==> src/rtl/reg_scoreboard_pkg.sv <==
// Shared types and defaults for the long-latency register scoreboard.
// Holds the register-address type and the per-register net-delta encoding.
package reg_scoreboard_pkg;

  localparam int NREG      = 32;
  localparam int CNT_W_DEF = 2;
  localparam int TOT_W_DEF = 4;

  typedef logic [4:0] reg_addr_t;

  // Net change on one register in one cycle; range is -2..+1.
  typedef enum logic [1:0] {
    DELTA_NONE = 2'd0,
    DELTA_INC  = 2'd1,
    DELTA_DEC1 = 2'd2,
    DELTA_DEC2 = 2'd3
  } delta_e;

  function automatic delta_e delta_of(input logic inc, input logic dec_a, input logic dec_b);
    delta_e d;
    case ({inc, dec_a, dec_b})
      3'b100:                d = DELTA_INC;
      3'b010, 3'b001, 3'b111: d = DELTA_DEC1;
      3'b011:                d = DELTA_DEC2;
      default:               d = DELTA_NONE;
    endcase
    return d;
  endfunction

  // Requested decrement size, before clamping at zero.
  function automatic logic [1:0] delta_mag(input delta_e d);
    logic [1:0] m;
    case (d)
      DELTA_DEC1: m = 2'd1;
      DELTA_DEC2: m = 2'd2;
      default:    m = 2'd0;
    endcase
    return m;
  endfunction

endpackage

==> src/rtl/reg_scoreboard_if.sv <==
// Decode/writeback/kill bundle between the pipeline control and the scoreboard.
// master = pipeline side, slave = scoreboard side.
interface reg_scoreboard_if;
  import reg_scoreboard_pkg::*;

  logic      id_valid;
  reg_addr_t id_rs1;
  reg_addr_t id_rs2;
  logic      id_rs1_used;
  logic      id_rs2_used;
  reg_addr_t id_rd;
  logic      id_long_wen;
  logic      id_issue;
  logic      wb_valid;
  reg_addr_t wb_rd;
  logic      kill_valid;
  reg_addr_t kill_rd;

  logic      stall;
  logic      rs1_hazard;
  logic      rs2_hazard;
  logic      waw_full;
  logic      idle;
  logic      overflow_err;

  modport master (
    output id_valid, id_rs1, id_rs2, id_rs1_used, id_rs2_used, id_rd,
           id_long_wen, id_issue, wb_valid, wb_rd, kill_valid, kill_rd,
    input  stall, rs1_hazard, rs2_hazard, waw_full, idle, overflow_err
  );

  modport slave (
    input  id_valid, id_rs1, id_rs2, id_rs1_used, id_rs2_used, id_rd,
           id_long_wen, id_issue, wb_valid, wb_rd, kill_valid, kill_rd,
    output stall, rs1_hazard, rs2_hazard, waw_full, idle, overflow_err
  );

endinterface

==> src/rtl/reg_scoreboard_sb_entry.sv <==
// One register's in-flight writer counter. Applies the combined net delta and
// clamps at zero, flagging underflow when a decrement exceeds the count.
module sb_entry
  import reg_scoreboard_pkg::*;
#(
  parameter int CNT_W = CNT_W_DEF
) (
  input  logic             clk,
  input  logic             rst_n,
  input  logic             inc,
  input  logic             dec_a,
  input  logic             dec_b,
  output logic [CNT_W-1:0] count,
  output logic             nonzero,
  output logic             full,
  output logic             underflow
);

  localparam logic [CNT_W-1:0] CNT_MAX = '1;

  delta_e           delta;
  logic [CNT_W-1:0] count_next;

  always_comb begin
    // NOTE: every always_comb output gets a default first so no path can infer a latch.
    delta      = delta_of(inc, dec_a, dec_b);
    count_next = count;
    underflow  = 1'b0;
    case (delta)
      DELTA_INC:  count_next = count + CNT_W'(1);
      DELTA_DEC1: begin
        if (count == '0) underflow = 1'b1;
        else             count_next = count - CNT_W'(1);
      end
      DELTA_DEC2: begin
        if (count <= CNT_W'(1)) begin
          count_next = '0;
          underflow  = 1'b1;
        end else begin
          count_next = count - CNT_W'(2);
        end
      end
      default: ;
    endcase
  end

  // NOTE: these counters are architectural state, so unlike a RAM they are reset explicitly.
  always_ff @(posedge clk or negedge rst_n) begin
    if (!rst_n) count <= '0;
    // NOTE: sequential state uses non-blocking assignment only.
    else        count <= count_next;
  end

  assign nonzero = (count != '0);
  assign full    = (count == CNT_MAX);

endmodule

==> src/rtl/reg_scoreboard.sv <==
// Pending-write scoreboard for long-latency writers; raises decode stalls.
// Optional REG_SCOREBOARD_WB_BYPASS_EN: same-cycle writeback releases RAW hazards.
module reg_scoreboard
  import reg_scoreboard_pkg::*;
#(
  parameter int CNT_W = CNT_W_DEF,
  parameter int TOT_W = TOT_W_DEF
) (
  input logic             clk,
  input logic             rst_n,
  reg_scoreboard_if.slave sb
);

  logic             issue_inc;
  logic [NREG-1:1]  inc_v;
  logic [NREG-1:1]  wb_v;
  logic [NREG-1:1]  kill_v;
  logic [NREG-1:1]  under_v;
  logic [NREG-1:0]  nz_v;
  logic [NREG-1:0]  full_v;
  logic [CNT_W-1:0] cnt_a [NREG];

  logic [TOT_W-1:0] total_q;
  logic [TOT_W-1:0] total_next;
  logic [TOT_W-1:0] tot_up;
  logic [TOT_W-1:0] tot_dn;
  logic             idle_q;
  logic             ovf_q;

  logic rs1_raw;
  logic rs2_raw;
  logic rs1_rel;
  logic rs2_rel;
  logic waw;

  assign issue_inc = sb.id_issue && sb.id_long_wen && (sb.id_rd != '0);

  // x0 has no counter: it always reads as empty and never saturates.
  assign cnt_a[0]  = '0;
  assign nz_v[0]   = 1'b0;
  assign full_v[0] = 1'b0;

  for (genvar i = 1; i < NREG; i++) begin : g_entry
    assign inc_v[i]  = issue_inc     && (sb.id_rd   == reg_addr_t'(i));
    assign wb_v[i]   = sb.wb_valid   && (sb.wb_rd   == reg_addr_t'(i));
    assign kill_v[i] = sb.kill_valid && (sb.kill_rd == reg_addr_t'(i));

    sb_entry #(.CNT_W(CNT_W)) u_entry (
      .clk       (clk),
      .rst_n     (rst_n),
      .inc       (inc_v[i]),
      .dec_a     (wb_v[i]),
      .dec_b     (kill_v[i]),
      .count     (cnt_a[i]),
      .nonzero   (nz_v[i]),
      .full      (full_v[i]),
      .underflow (under_v[i])
    );
  end

  // Total follows the clamped per-register changes so it stays equal to the sum of counts.
  always_comb begin
    tot_up = '0;
    tot_dn = '0;
    for (int i = 1; i < NREG; i++) begin
      if (delta_of(inc_v[i], wb_v[i], kill_v[i]) == DELTA_INC) begin
        tot_up = tot_up + TOT_W'(1);
      end else if (under_v[i]) begin
        tot_dn = tot_dn + TOT_W'(cnt_a[i]);
      end else begin
        tot_dn = tot_dn + TOT_W'(delta_mag(delta_of(inc_v[i], wb_v[i], kill_v[i])));
      end
    end
    total_next = total_q + tot_up - tot_dn;
  end

  always_ff @(posedge clk or negedge rst_n) begin
    if (!rst_n) begin
      total_q <= '0;
      idle_q  <= 1'b1;
      ovf_q   <= 1'b0;
    end else begin
      total_q <= total_next;
      idle_q  <= (total_next == '0);
      ovf_q   <= ovf_q | (|under_v);
    end
  end

  always_comb begin
    rs1_raw = sb.id_valid && sb.id_rs1_used && nz_v[sb.id_rs1];
    rs2_raw = sb.id_valid && sb.id_rs2_used && nz_v[sb.id_rs2];
`ifdef REG_SCOREBOARD_WB_BYPASS_EN
    // The last outstanding writer retiring now is picked up by WB forwarding.
    rs1_rel = sb.wb_valid && (sb.wb_rd == sb.id_rs1) && (cnt_a[sb.id_rs1] == CNT_W'(1));
    rs2_rel = sb.wb_valid && (sb.wb_rd == sb.id_rs2) && (cnt_a[sb.id_rs2] == CNT_W'(1));
`else
    rs1_rel = 1'b0;
    rs2_rel = 1'b0;
`endif
    waw = sb.id_valid && sb.id_long_wen && full_v[sb.id_rd];
  end

  assign sb.rs1_hazard   = rs1_raw && !rs1_rel;
  assign sb.rs2_hazard   = rs2_raw && !rs2_rel;
  assign sb.waw_full     = waw;
  assign sb.stall        = sb.rs1_hazard || sb.rs2_hazard || waw;
  assign sb.idle         = idle_q;
  assign sb.overflow_err = ovf_q;

endmodule

==> src/flat_wrapper.sv <==
// flat-port wrapper written by rule: the top's interface ports become plain ports
module reg_scoreboard_flat import reg_scoreboard_pkg::*;
#(
  parameter int CNT_W = CNT_W_DEF,
  parameter int TOT_W = TOT_W_DEF
)
  (clk, rst_n, sb_id_valid, sb_id_rs1, sb_id_rs2, sb_id_rs1_used, sb_id_rs2_used, sb_id_rd, sb_id_long_wen, sb_id_issue, sb_wb_valid, sb_wb_rd, sb_kill_valid, sb_kill_rd, sb_stall, sb_rs1_hazard, sb_rs2_hazard, sb_waw_full, sb_idle, sb_overflow_err);
  reg_scoreboard_if sb_i ();
  input logic clk;
  input logic rst_n;
  input wire logic [$bits(sb_i.id_valid)-1:0] sb_id_valid;
  input wire logic [$bits(sb_i.id_rs1)-1:0] sb_id_rs1;
  input wire logic [$bits(sb_i.id_rs2)-1:0] sb_id_rs2;
  input wire logic [$bits(sb_i.id_rs1_used)-1:0] sb_id_rs1_used;
  input wire logic [$bits(sb_i.id_rs2_used)-1:0] sb_id_rs2_used;
  input wire logic [$bits(sb_i.id_rd)-1:0] sb_id_rd;
  input wire logic [$bits(sb_i.id_long_wen)-1:0] sb_id_long_wen;
  input wire logic [$bits(sb_i.id_issue)-1:0] sb_id_issue;
  input wire logic [$bits(sb_i.wb_valid)-1:0] sb_wb_valid;
  input wire logic [$bits(sb_i.wb_rd)-1:0] sb_wb_rd;
  input wire logic [$bits(sb_i.kill_valid)-1:0] sb_kill_valid;
  input wire logic [$bits(sb_i.kill_rd)-1:0] sb_kill_rd;
  output wire logic [$bits(sb_i.stall)-1:0] sb_stall;
  output wire logic [$bits(sb_i.rs1_hazard)-1:0] sb_rs1_hazard;
  output wire logic [$bits(sb_i.rs2_hazard)-1:0] sb_rs2_hazard;
  output wire logic [$bits(sb_i.waw_full)-1:0] sb_waw_full;
  output wire logic [$bits(sb_i.idle)-1:0] sb_idle;
  output wire logic [$bits(sb_i.overflow_err)-1:0] sb_overflow_err;
  assign sb_i.id_valid = sb_id_valid;
  assign sb_i.id_rs1 = sb_id_rs1;
  assign sb_i.id_rs2 = sb_id_rs2;
  assign sb_i.id_rs1_used = sb_id_rs1_used;
  assign sb_i.id_rs2_used = sb_id_rs2_used;
  assign sb_i.id_rd = sb_id_rd;
  assign sb_i.id_long_wen = sb_id_long_wen;
  assign sb_i.id_issue = sb_id_issue;
  assign sb_i.wb_valid = sb_wb_valid;
  assign sb_i.wb_rd = sb_wb_rd;
  assign sb_i.kill_valid = sb_kill_valid;
  assign sb_i.kill_rd = sb_kill_rd;
  assign sb_stall = sb_i.stall;
  assign sb_rs1_hazard = sb_i.rs1_hazard;
  assign sb_rs2_hazard = sb_i.rs2_hazard;
  assign sb_waw_full = sb_i.waw_full;
  assign sb_idle = sb_i.idle;
  assign sb_overflow_err = sb_i.overflow_err;
  reg_scoreboard #(.CNT_W(CNT_W), .TOT_W(TOT_W)) u_core (.clk(clk), .rst_n(rst_n), .sb(sb_i));
endmodule
==> config.mk <==
export PLATFORM = sky130hd
export DESIGN_NAME = reg_scoreboard_flat
export DESIGN_NICKNAME = d
export VERILOG_FILES = /design/src/rtl/reg_scoreboard_pkg.sv /design/src/rtl/reg_scoreboard_if.sv /design/src/rtl/reg_scoreboard_sb_entry.sv /design/src/rtl/reg_scoreboard.sv /design/src/flat_wrapper.sv
export SDC_FILE = /design/constraint.sdc
export NUM_CORES = 1
export LEC_CHECK = 0
export ABC_AREA = 1
export CAP_MARGIN = 25
export CORE_MARGIN = 2
export CORE_UTILIZATION = 40
export DETAILED_ROUTE_END_ITERATION = 8
export PLACE_DENSITY = 0.55
export SLEW_MARGIN = 20
export SYNTH_ARGS = -nofsm -noshare
export SYNTH_HDL_FRONTEND = slang
export SYNTH_SLANG_ARGS = --single-unit
==> constraint.sdc <==
create_clock -name clk -period 31.9 [get_ports clk]
set_input_delay 6.38 -clock clk [delete_from_list [all_inputs] [get_ports clk]]
set_output_delay 6.38 -clock clk [all_outputs]
set_load 0.02 [all_outputs]
==> results by group, run 1 <==
Global route
  • Vias in the first global route: between 15000 and 20000
  • Global route overflow: 0
  • Global route hottest layer: met2
  • Routing usage on met2: 0.432
  • First-pass GRT wire length: ~79 mm
  • Met3 usage: 0.0409
  • Largest net degree at the start of global routing: 52
  • Total Routing Usage GR: 0.261
  • Initial antenna violation count: 0
  • GR Util met1: 0.354

Clocking
  • Clk Tree Root Cell: clkbuf_16
  • Worst skew pair latency: roughly 360 ps
  • Hold-fix buffers, CTS: 0
  • H-tree lvl count: 3
  • CTS tree: built
  • Max Root-Sink Buffers: 2
  • CTS Buf Count: 9
  • Clock-pin slew on the worst setup and hold paths: 60 ps
  • Clock sink total: 68

Detailed routing
  • DRT Wirelength: about 50 mm
  • Drt initial violations: 1180
  • Wire per inst: roughly 16 um
  • 1st-pass router iterations: 6
  • DRC Markers: 0
  • Vias/cell: around 5.2
  • Vias: approximately 16000
  • DRT antenna net count: 0

Floorplan
  • Die area: roughly 38000 um2
  • IO Pins: 40
  • Site row count: 70
  • Core area: about 36000 um2
  • Die Y: between 150 and 200 um
  • Starting density of the core: 0.404
  • Die width: slightly below 200 um

Critical path
  • Critical-path top delay cell: fa_1
  • Delay of the slowest critical-path stage: between 500 and 600 ps
  • Crit Path Class: in -> reg
  • Data arrival, critical path: 30980 ps
  • Crit path top cell by count: nand2_2
  • CP startpoint kind: input port
  • Endpoint type of the worst setup path: flip-flop
  • CP required: around 32000 ps
  • Worst-path maximum fanout: 2

Placed design
  • Final RePlAce weighted congestion: about 0.95
  • Placement Setup Slack: -1260 ps
  • Dpl hpwl: 42.0 mm
  • Placed Cells: between 3000 and 4000
  • # port buffers: 39

Timing
  • Tmin final: between 30000 and 40000 ps
  • Final setup vio count: 0
  • Tightest hold margin: ~520 ps
  • Max Clock Freq: around 33 MHz
  • Worst slew pin tran: a little over 1000 ps
  • Tcrit/Tclk final: 0.962
  • Final Hold Vio Count: 0
  • Max_slew headroom: 0.305
  • PnR worst setup slack: 1220 ps
  • Setup TNS: 0 ps
  • Layout Skew: between 6 and 7 ps
  • Final Max Slew Viols: 0

Synthesis
  • Async S/R FF share, synth: 1.00
  • Seq/Total Area, Yosys: 0.116
  • Area of the mapped netlist: roughly 15000 um2
  • Biggest area consumer among synthesized cells: ha_1
  • Post-Synthesis Cells: ~2500
  • Synth top area share: 0.158
  • Synth area leaders: ha_1 16%, nand2_1 15%, dfrtp_1 11%
  • Count of different cell masters after synthesis: 54
  • Main flop type after synthesis: dfrtp_1
  • Post-synth EDFFs: 0
  • Syn nets: about 2700
  • Synth warn: 0
  • Mapped Avg Cell Area: between 5 and 6 um2
  • Flops & latches, synth: slightly below 70

Pwr
  • Sw frac: 0.472
  • Clock group share of total power: 0.140
  • Sequential power share: 0.213
  • Combinational Power Share: 0.648
  • Static Leak: 9.75 nW
  • PD cells: 43.8 nW/um2
  • Internal power: 0.000403 W
  • Sw Pwr: between 0.0003 and 0.0004 W
  • Maximum vdd drop: around 0.03 mV

Final layout
  • Final std cells w/o fill: 3150
  • Total Nets Final: approximately 2900
  • Ant. Diodes: 0
  • Layout cells sized above 1: 0.151
  • P&R area growth vs syn: 18.7%
  • Final Util: 0.479

Run
  • MaxCap Viol Count: 0

Status
  • Run status: completed

Hold path
  • Hold Path Class: reg -> reg
[routing by layer]
layer / share of wire / routed length (um) / up-vias
li1: - / - / 8350
met1: 0.48 / 23800 / 7460
met2: 0.44 / 22100 / 379
met3: 0.058 / 2880 / 57
met4: 0.023 / 1130 / 0
met5: 0 / 0 / -
[cells in the final DEF (no fill, tap or decap), types with 5 or more instances in the layout]
cell / Yosys / layout
nand2_1: 593 / 555
inv_1: 437 / 429
nor2_1: 357 / 347
nand3_1: 220 / 216
ha_1: 186 / 184
buf_4: 0 / 167
o21ai_0: 131 / 129
nand2_2: 43 / 81
a21oi_1: 72 / 71
dfrtp_1: 67 / 67
o211ai_1: 59 / 59
fa_1: 33 / 31
clkdlybuf4s50_1: 0 / 31
or2_2: 37 / 29
inv_2: 17 / 25
nand3_2: 21 / 24
nand4_1: 18 / 18
nor3_1: 19 / 18
nor2_2: 7 / 15
a21o_1: 14 / 14
a31oi_1: 16 / 12
o31ai_1: 10 / 10
clkbuf_16: 0 / 9
nand3b_1: 8 / 8
or2_4: 0 / 8
nor2_4: 5 / 7
o22ai_1: 7 / 7
a22oi_1: 7 / 7
xor2_1: 6 / 6
a221oi_1: 6 / 6
a31o_2: 6 / 6
nand3_4: 4 / 5
clkinv_1: 5 / 5
o21ai_1: 5 / 5
and2_1: 7 / 5
dlymetal6s2s_1: 0 / 5
[critical path: cells and delay by family]
family / cells / cell delay (ps)
xor+xnor: 1 / 180
fa+ha+maj: 32 / 14530
buf+inv: 18 / 1970
compound gates: 6 / 1380
simple gates: 60 / 6630
[final cells by class]
| cell class | count | area (um2) |
|---|---|---|
| Clock buffer | 14 | 284 |
| Tap cell | 468 | 586 |
| Clock inverter | 2 | 16.3 |
| Fill cell | 3792 | 19000 |
| Sequential cell | 68 | 1700 |
| Inverter | 459 | 1720 |
| Timing Repair Buffer | 206 | 1660 |
| Multi-Input combinational cell | 1933 | 11500 |
[synthesized netlist by cell type, types with 3 or more instances]
library cell,n
o21ai_1,5
and2_1,7
clkinv_1,5
a31oi_1,16
nand3_2,21
a221oi_1,6
nand2_1,593
or2_2,37
ha_1,186
o31ai_1,10
o21ai_0,131
a21oi_1,72
o221ai_1,4
clkbuf_1,11
xor2_1,6
o22ai_1,7
o22a_1,4
inv_1,437
nor3_1,19
nor2_2,7
inv_2,17
nand3_4,4
nand2_2,43
a31o_2,6
xnor2_1,3
a22oi_1,7
o211ai_1,59
nand4_1,18
nor2_4,5
fa_1,33
dfrtp_1,67
nand3_1,220
nand3b_1,8
nor2_1,357
a21o_1,14
[power by group through the flow]
stage / Combinational [W] / Sequential (W) / Clock (W)
2_1_floorplan: 0.000309 / 0.000153 / 0
3_3_place_gp: 0.000434 / 0.000163 / 0
3_5_place_dp: 0.000447 / 0.000164 / 0
4_1_cts: 0.000474 / 0.000162 / 0.000109
5_1_grt: 0.000568 / 0.000169 / 0.000113
6_report: 0.000495 / 0.000162 / 0.000107
[timing repair]
item                                    4_1_cts  5_1_grt
resized for setup                            48       50
pin swaps                                    29       65
endpoints found under the setup margin        4        4
hold endpoints to repair                      0        0
buffers inserted                             16       10
[final timing paths]
kind	endpoint	depth (start not counted)	slack, ps	startpoint
worst max-delay path	u_core.sb.idle$_DFF_PN1_	117	1220	sb_id_rd[1]
worst min-delay path	u_core.g_entry[18].u_entry.count[1]$_DFFE_PN0P_	2	520	u_core.g_entry[18].u_entry.count[1]$_DFFE_PN0P_
worst max register to register	u_core.sb.idle$_DFF_PN1_	113	7590	u_core.g_entry[2].u_entry.count[0]$_DFFE_PN0P_
worst min register to register	u_core.g_entry[18].u_entry.count[1]$_DFFE_PN0P_	2	520	u_core.g_entry[18].u_entry.count[1]$_DFFE_PN0P_
max in group asynchronous	u_core.g_entry[18].u_entry.count[1]$_DFFE_PN0P_	2	24940	rst_n
min in group asynchronous	u_core.g_entry[4].u_entry.count[1]$_DFFE_PN0P_	1	5880	rst_n
[through the flow]
stage | total power [W] | area, um2
finish | 0.000764 | 17500
global route | 0.000850 | 17500
global placement | 0.000596 | 16700
detailed placement | 0.000610 | 16700
CTS | 0.000745 | 17300
floorplan | 0.000462 | 14700
[flip-flops by register name, indices dropped and copies added (netlist names)]
signal	count
u_core.g_entry.u_entry.count	62
u_core.total_q	4
u_core.sb.idle	1
u_core.sb.overflow_err	1
[cell families after synthesis]
kind of cell	after synthesis	synth area share
and+or+nand+nor	1347	0.404
xor gates and xnor gates	12	0.00945
DFF	68	0.116
buffers and inverters	472	0.121
adders and majority gates	219	0.203
AOI/OAI and AO/OA	355	0.147
Note: power is estimated with default switching activity, not from simulation.
==> run 2: changes to the inputs <==
Settings changed: ABC_AREA 1 to not set, PLACE_DENSITY 0.55 to not set.
==> run 2 against run 1 <==
Effect of this change:
- die area grew 0.78%
- final cell count fell by 16%
- clock power up 11%
- register-to-register slack got worse by 300 ps
- sequential cell count stayed put
- largest cell class unchanged
- fmax fell by 0.44%
- clock-buffer cell count decreased by 4
==> results by group, run 2 <==
Status
  • Run status: completed (unchanged)

Timing
  • Setup TNS: 0 ps (unchanged)
  • Max Clock Freq: 32.5 MHz (was 32.6 MHz)
  • Tcrit/Tclk final: 0.966 (was 0.962)
  • Final setup vio count: 0 (unchanged)
  • Final Hold Vio Count: 0 (unchanged)
  • Max_slew headroom: 0.239 (was 0.305)
  • Worst slew pin tran: 1140 ps (was 1030 ps)
  • Tightest hold margin: 544 ps (was 523 ps)
  • Final Max Slew Viols: 0 (unchanged)
  • Layout Skew: 17.0 ps (was 6.63 ps)
  • Tmin final: 30820 ps (was 30680 ps)

Critical path
  • Delay of the slowest critical-path stage: 580 ps (was 560 ps)
  • CP startpoint kind: input port (unchanged)
  • Crit Path Class: in -> reg (unchanged)
  • Worst Setup SP: sb_wb_rd[3] (was sb_id_rd[1])
  • Worst reg-to-reg setup slack: 7290 ps (was 7590 ps)
  • R2r startpoint: u_core.g_entry[1].u_entry.count[1]$_DFFE_PN0P_ (was u_core.g_entry[2].u_entry.count[0]$_DFFE_PN0P_)
  • CP required: 32190 ps (was 32200 ps)
  • Crit path top cell by count: fa_1 (was nand2_2)
  • Critical-path top delay cell: or4b_4 (was fa_1)
  • CP Capture Point: u_core.sb.idle$_DFF_PN1_ (unchanged)
  • Data arrival, critical path: 31110 ps (was 30980 ps)
  • Worst-path maximum fanout: 3 (was 2)
  • R2r endpoint: u_core.sb.idle$_DFF_PN1_ (unchanged)
  • Endpoint type of the worst setup path: flip-flop (unchanged)
  • R2R cell count: 103 (was 113)

Pwr
  • Static Leak: 7.67 nW (was 9.75 nW)
  • Combinational Power Share: 0.660 (was 0.648)
  • Sequential power share: 0.200 (was 0.213)
  • Internal power: 0.000440 W (was 0.000403 W)
  • Sw frac: 0.481 (was 0.472)
  • Maximum vdd drop: 0.0872 mV (was 0.0297 mV)
  • Clock group share of total power: 0.140 (about the same)
  • PD cells: 50.1 nW/um2 (was 43.8 nW/um2)
  • Sw Pwr: 0.000407 W (was 0.000361 W)
  • Design Power: 0.000847 W (was 0.000764 W)

Clocking
  • CTS tree: built (unchanged)
  • Clock sink total: 68 (unchanged)
  • H-tree lvl count: 3 (unchanged)
  • Clock-pin slew on the worst setup and hold paths: 70 ps (was 60 ps)
  • Worst skew pair latency: 390 ps (was 360 ps)
  • Max Root-Sink Buffers: 2 (unchanged)
  • CTS Buf Count: 9 (unchanged)
  • Clk Tree Root Cell: clkbuf_16 (unchanged)

Floorplan
  • Starting density of the core: 0.406 (was 0.404)
  • Core area: 36500 um2 (was 36400 um2)
  • IO Pins: 40 (unchanged)
  • Die Y: 196 um (about the same)
  • Die area: 38600 um2 (was 38300 um2)
  • Die width: 196 um (about the same)
  • Site row count: 70 (unchanged)

Synthesis
  • Synth top area share: 0.157 (was 0.158)
  • Synth warn: 0 (unchanged)
  • Post-Synthesis Cells: 2051 (was 2473)
  • Seq/Total Area, Yosys: 0.115 (was 0.116)
  • Count of different cell masters after synthesis: 90 (was 54)
  • Most frequent cell after synthesis: nor2_1 (was nand2_1)
  • Biggest area consumer among synthesized cells: ha_1 (unchanged)
  • Flops & latches, synth: 68 (unchanged)
  • Most frequent cells after synthesis: 331 x nor2_1, 312 x nand2_1, 186 x ha_1 (was 593 x nand2_1, 437 x inv_1, 357 x nor2_1)
  • Main flop type after synthesis: dfrtp_1 (unchanged)
  • Async S/R FF share, synth: 1.00 (unchanged)
  • Area of the mapped netlist: 14800 um2 (was 14700 um2)
  • Post-synth EDFFs: 0 (unchanged)
  • Syn nets: 2304 (was 2726)
  • Synth area leaders: ha_1 16%, dfrtp_1 11%, nor2_1 8.4% (was ha_1 16%, nand2_1 15%, dfrtp_1 11%)
  • Mapped Avg Cell Area: 7.23 um2 (was 5.95 um2)

Hold path
  • Hold Path Class: reg -> reg (unchanged)

Detailed routing
  • Drt initial violations: 1711 (was 1180)
  • DRT antenna net count: 0 (unchanged)
  • DRT Wirelength: 60.4 mm (was 49.8 mm)
  • Vias/cell: 6.13 (was 5.16)
  • DRC Markers: 0 (unchanged)
  • Wire per inst: 22.9 um (was 15.8 um)
  • 1st-pass router iterations: 6 (unchanged)
  • Vias: 16200 (about the same)

Final layout
  • Layout cells sized above 1: 0.119 (was 0.151)
  • Total Nets Final: 2422 (was 2930)
  • Most flops, register: u_core.g_entry.u_entry.count (unchanged)
  • Multi-input gate area in the final layout: 12600 um2 (was 11500 um2)
  • Leading cell type in the layout, fill and taps excluded: nor2_1 (was nand2_1)
  • Ant. Diodes: 0 (unchanged)
  • P&R area growth vs syn: 14.1% (was 18.7%)
  • Register area: 1700 um2 (unchanged)
  • Largest registers: u_core.g_entry.u_entry.count (62), u_core.total_q (4) (unchanged)
  • Most frequent cells in the layout: 321 x nor2_1, 291 x nand2_1, 185 x ha_1 (was 555 x nand2_1, 429 x inv_1, 347 x nor2_1)
  • Fillers: 3677 (was 3792)
  • Max FFs per register: 62 (unchanged)

Global route
  • Global route overflow: 0 (unchanged)
  • Total Routing Usage GR: 0.313 (was 0.261)
  • Initial antenna violation count: 1 (was 0)
  • First-pass GRT wire length: 91.3 mm (was 78.9 mm)
  • Vias in the first global route: 15100 (was 15500)
  • Largest net degree at the start of global routing: 42 (was 52)

Run
  • MaxCap Viol Count: 0 (unchanged)

Placed design
  • Final RePlAce weighted congestion: 1.00 (was 0.953)
  • Dpl hpwl: 48.5 mm (was 42.0 mm)
  • # port buffers: 39 (unchanged)
-- run 2: cell types whose count changed after synthesis, moves of 25 or more --
cell	change
o211ai_1	-55
nand3_1	-157
xnor2_1	+87
nor2_1	-26
or2_2	-26
mux4_2	+25
nand2_1	-281
nor3_1	+42
a21oi_1	+93
nand2_2	-43
inv_1	-329
-- run 2: final cells by class --
| cell class | count | area share |
|---|---|---|
| multi-input combinational | 1824 | 0.747 |
| sequential | 68 | 0.101 |
| timing repair buffer | 158 | 0.0760 |
| tap | 468 | 0.0346 |
| inverter | 108 | 0.0240 |
| clock buffer | 10 | 0.0135 |
| clock inverter | 5 | 0.00459 |
-- run 2: per-layer routing --
layer	wire, um	track usage	vias to the layer above
li1	-	-	7537
met1	25000	0.405	7756
met2	26400	0.490	723
met3	5750	0.0751	161
met4	3140	0.154	2
met5	12	0	-
-- run 2: worst min-delay path by stage --
stage | cells past startpoint | endpoint | slack [ps] | from
final | 1 | u_core.g_entry[4].u_entry.count[0]$_DFFE_PN0P_ | 540 | u_core.g_entry[4].u_entry.count[0]$_DFFE_PN0P_
after global routing | 1 | u_core.g_entry[4].u_entry.count[0]$_DFFE_PN0P_ | 590 | u_core.g_entry[4].u_entry.count[0]$_DFFE_PN0P_
after CTS | 1 | u_core.g_entry[4].u_entry.count[0]$_DFFE_PN0P_ | 540 | u_core.g_entry[4].u_entry.count[0]$_DFFE_PN0P_
after detailed placement | 1 | u_core.g_entry[4].u_entry.count[0]$_DFFE_PN0P_ | 540 | u_core.g_entry[4].u_entry.count[0]$_DFFE_PN0P_
after global placement | 1 | u_core.g_entry[4].u_entry.count[0]$_DFFE_PN0P_ | 520 | u_core.g_entry[4].u_entry.count[0]$_DFFE_PN0P_
after floorplan | 1 | u_core.g_entry[4].u_entry.count[0]$_DFFE_PN0P_ | 490 | u_core.g_entry[4].u_entry.count[0]$_DFFE_PN0P_
-- run 2: kinds of logic (layout without fill, tap and decap cells) --
group,count (synthesis),in the layout,share of synthesized area
multiplexers,59,59,0.0629
XOR/XNOR,127,127,0.0883
AO/OA/AOI/OAI,494,494,0.206
buffers and inverters,159,281,0.0427
flip-flops,68,68,0.115
adder cells (fa/ha/maj),228,228,0.208
AND/OR/NAND/NOR,916,916,0.277
-- run 2: critical path: cells and delay by family --
kind	cells	cell delay, ps
compound gates	5	590
fa+ha+maj	33	15010
xor+xnor	9	1750
buf+inv	1	440
mux	6	1790
simple gates	52	5060
-- run 2: repair_timing --
action / 4_1_cts / 5_1_grt
hold buffers: 0 / 0
pin swaps: 3 / 57
resized for setup: 6 / 44
setup buffers: 0 / 13
endpoints found under the setup margin: 2 / 2
-- run 2: power groups by stage --
stage               Clock [W]  Combinational (W)  Sequential (W)
floorplan                   0           0.000385        0.000158
global placement            0           0.000522        0.000169
detailed placement          0           0.000536        0.000170
CTS                  0.000121           0.000535        0.000169
global route         0.000124           0.000626        0.000176
finish               0.000119           0.000559        0.000170
-- run 2: stage by stage --
stage / worst slack (ps) / instance area [um2] / util / std cells
global route: -120 / 16900 / 0.463 / 2641
floorplan: 460 / 14800 / - / 2051
finish: 1080 / 16900 / 0.463 / 2641
global placement: -393 / 16400 / 0.448 / 2613
detailed placement: -688 / 16400 / 0.448 / 2613
CTS: 18.9 / 16700 / 0.457 / 2628
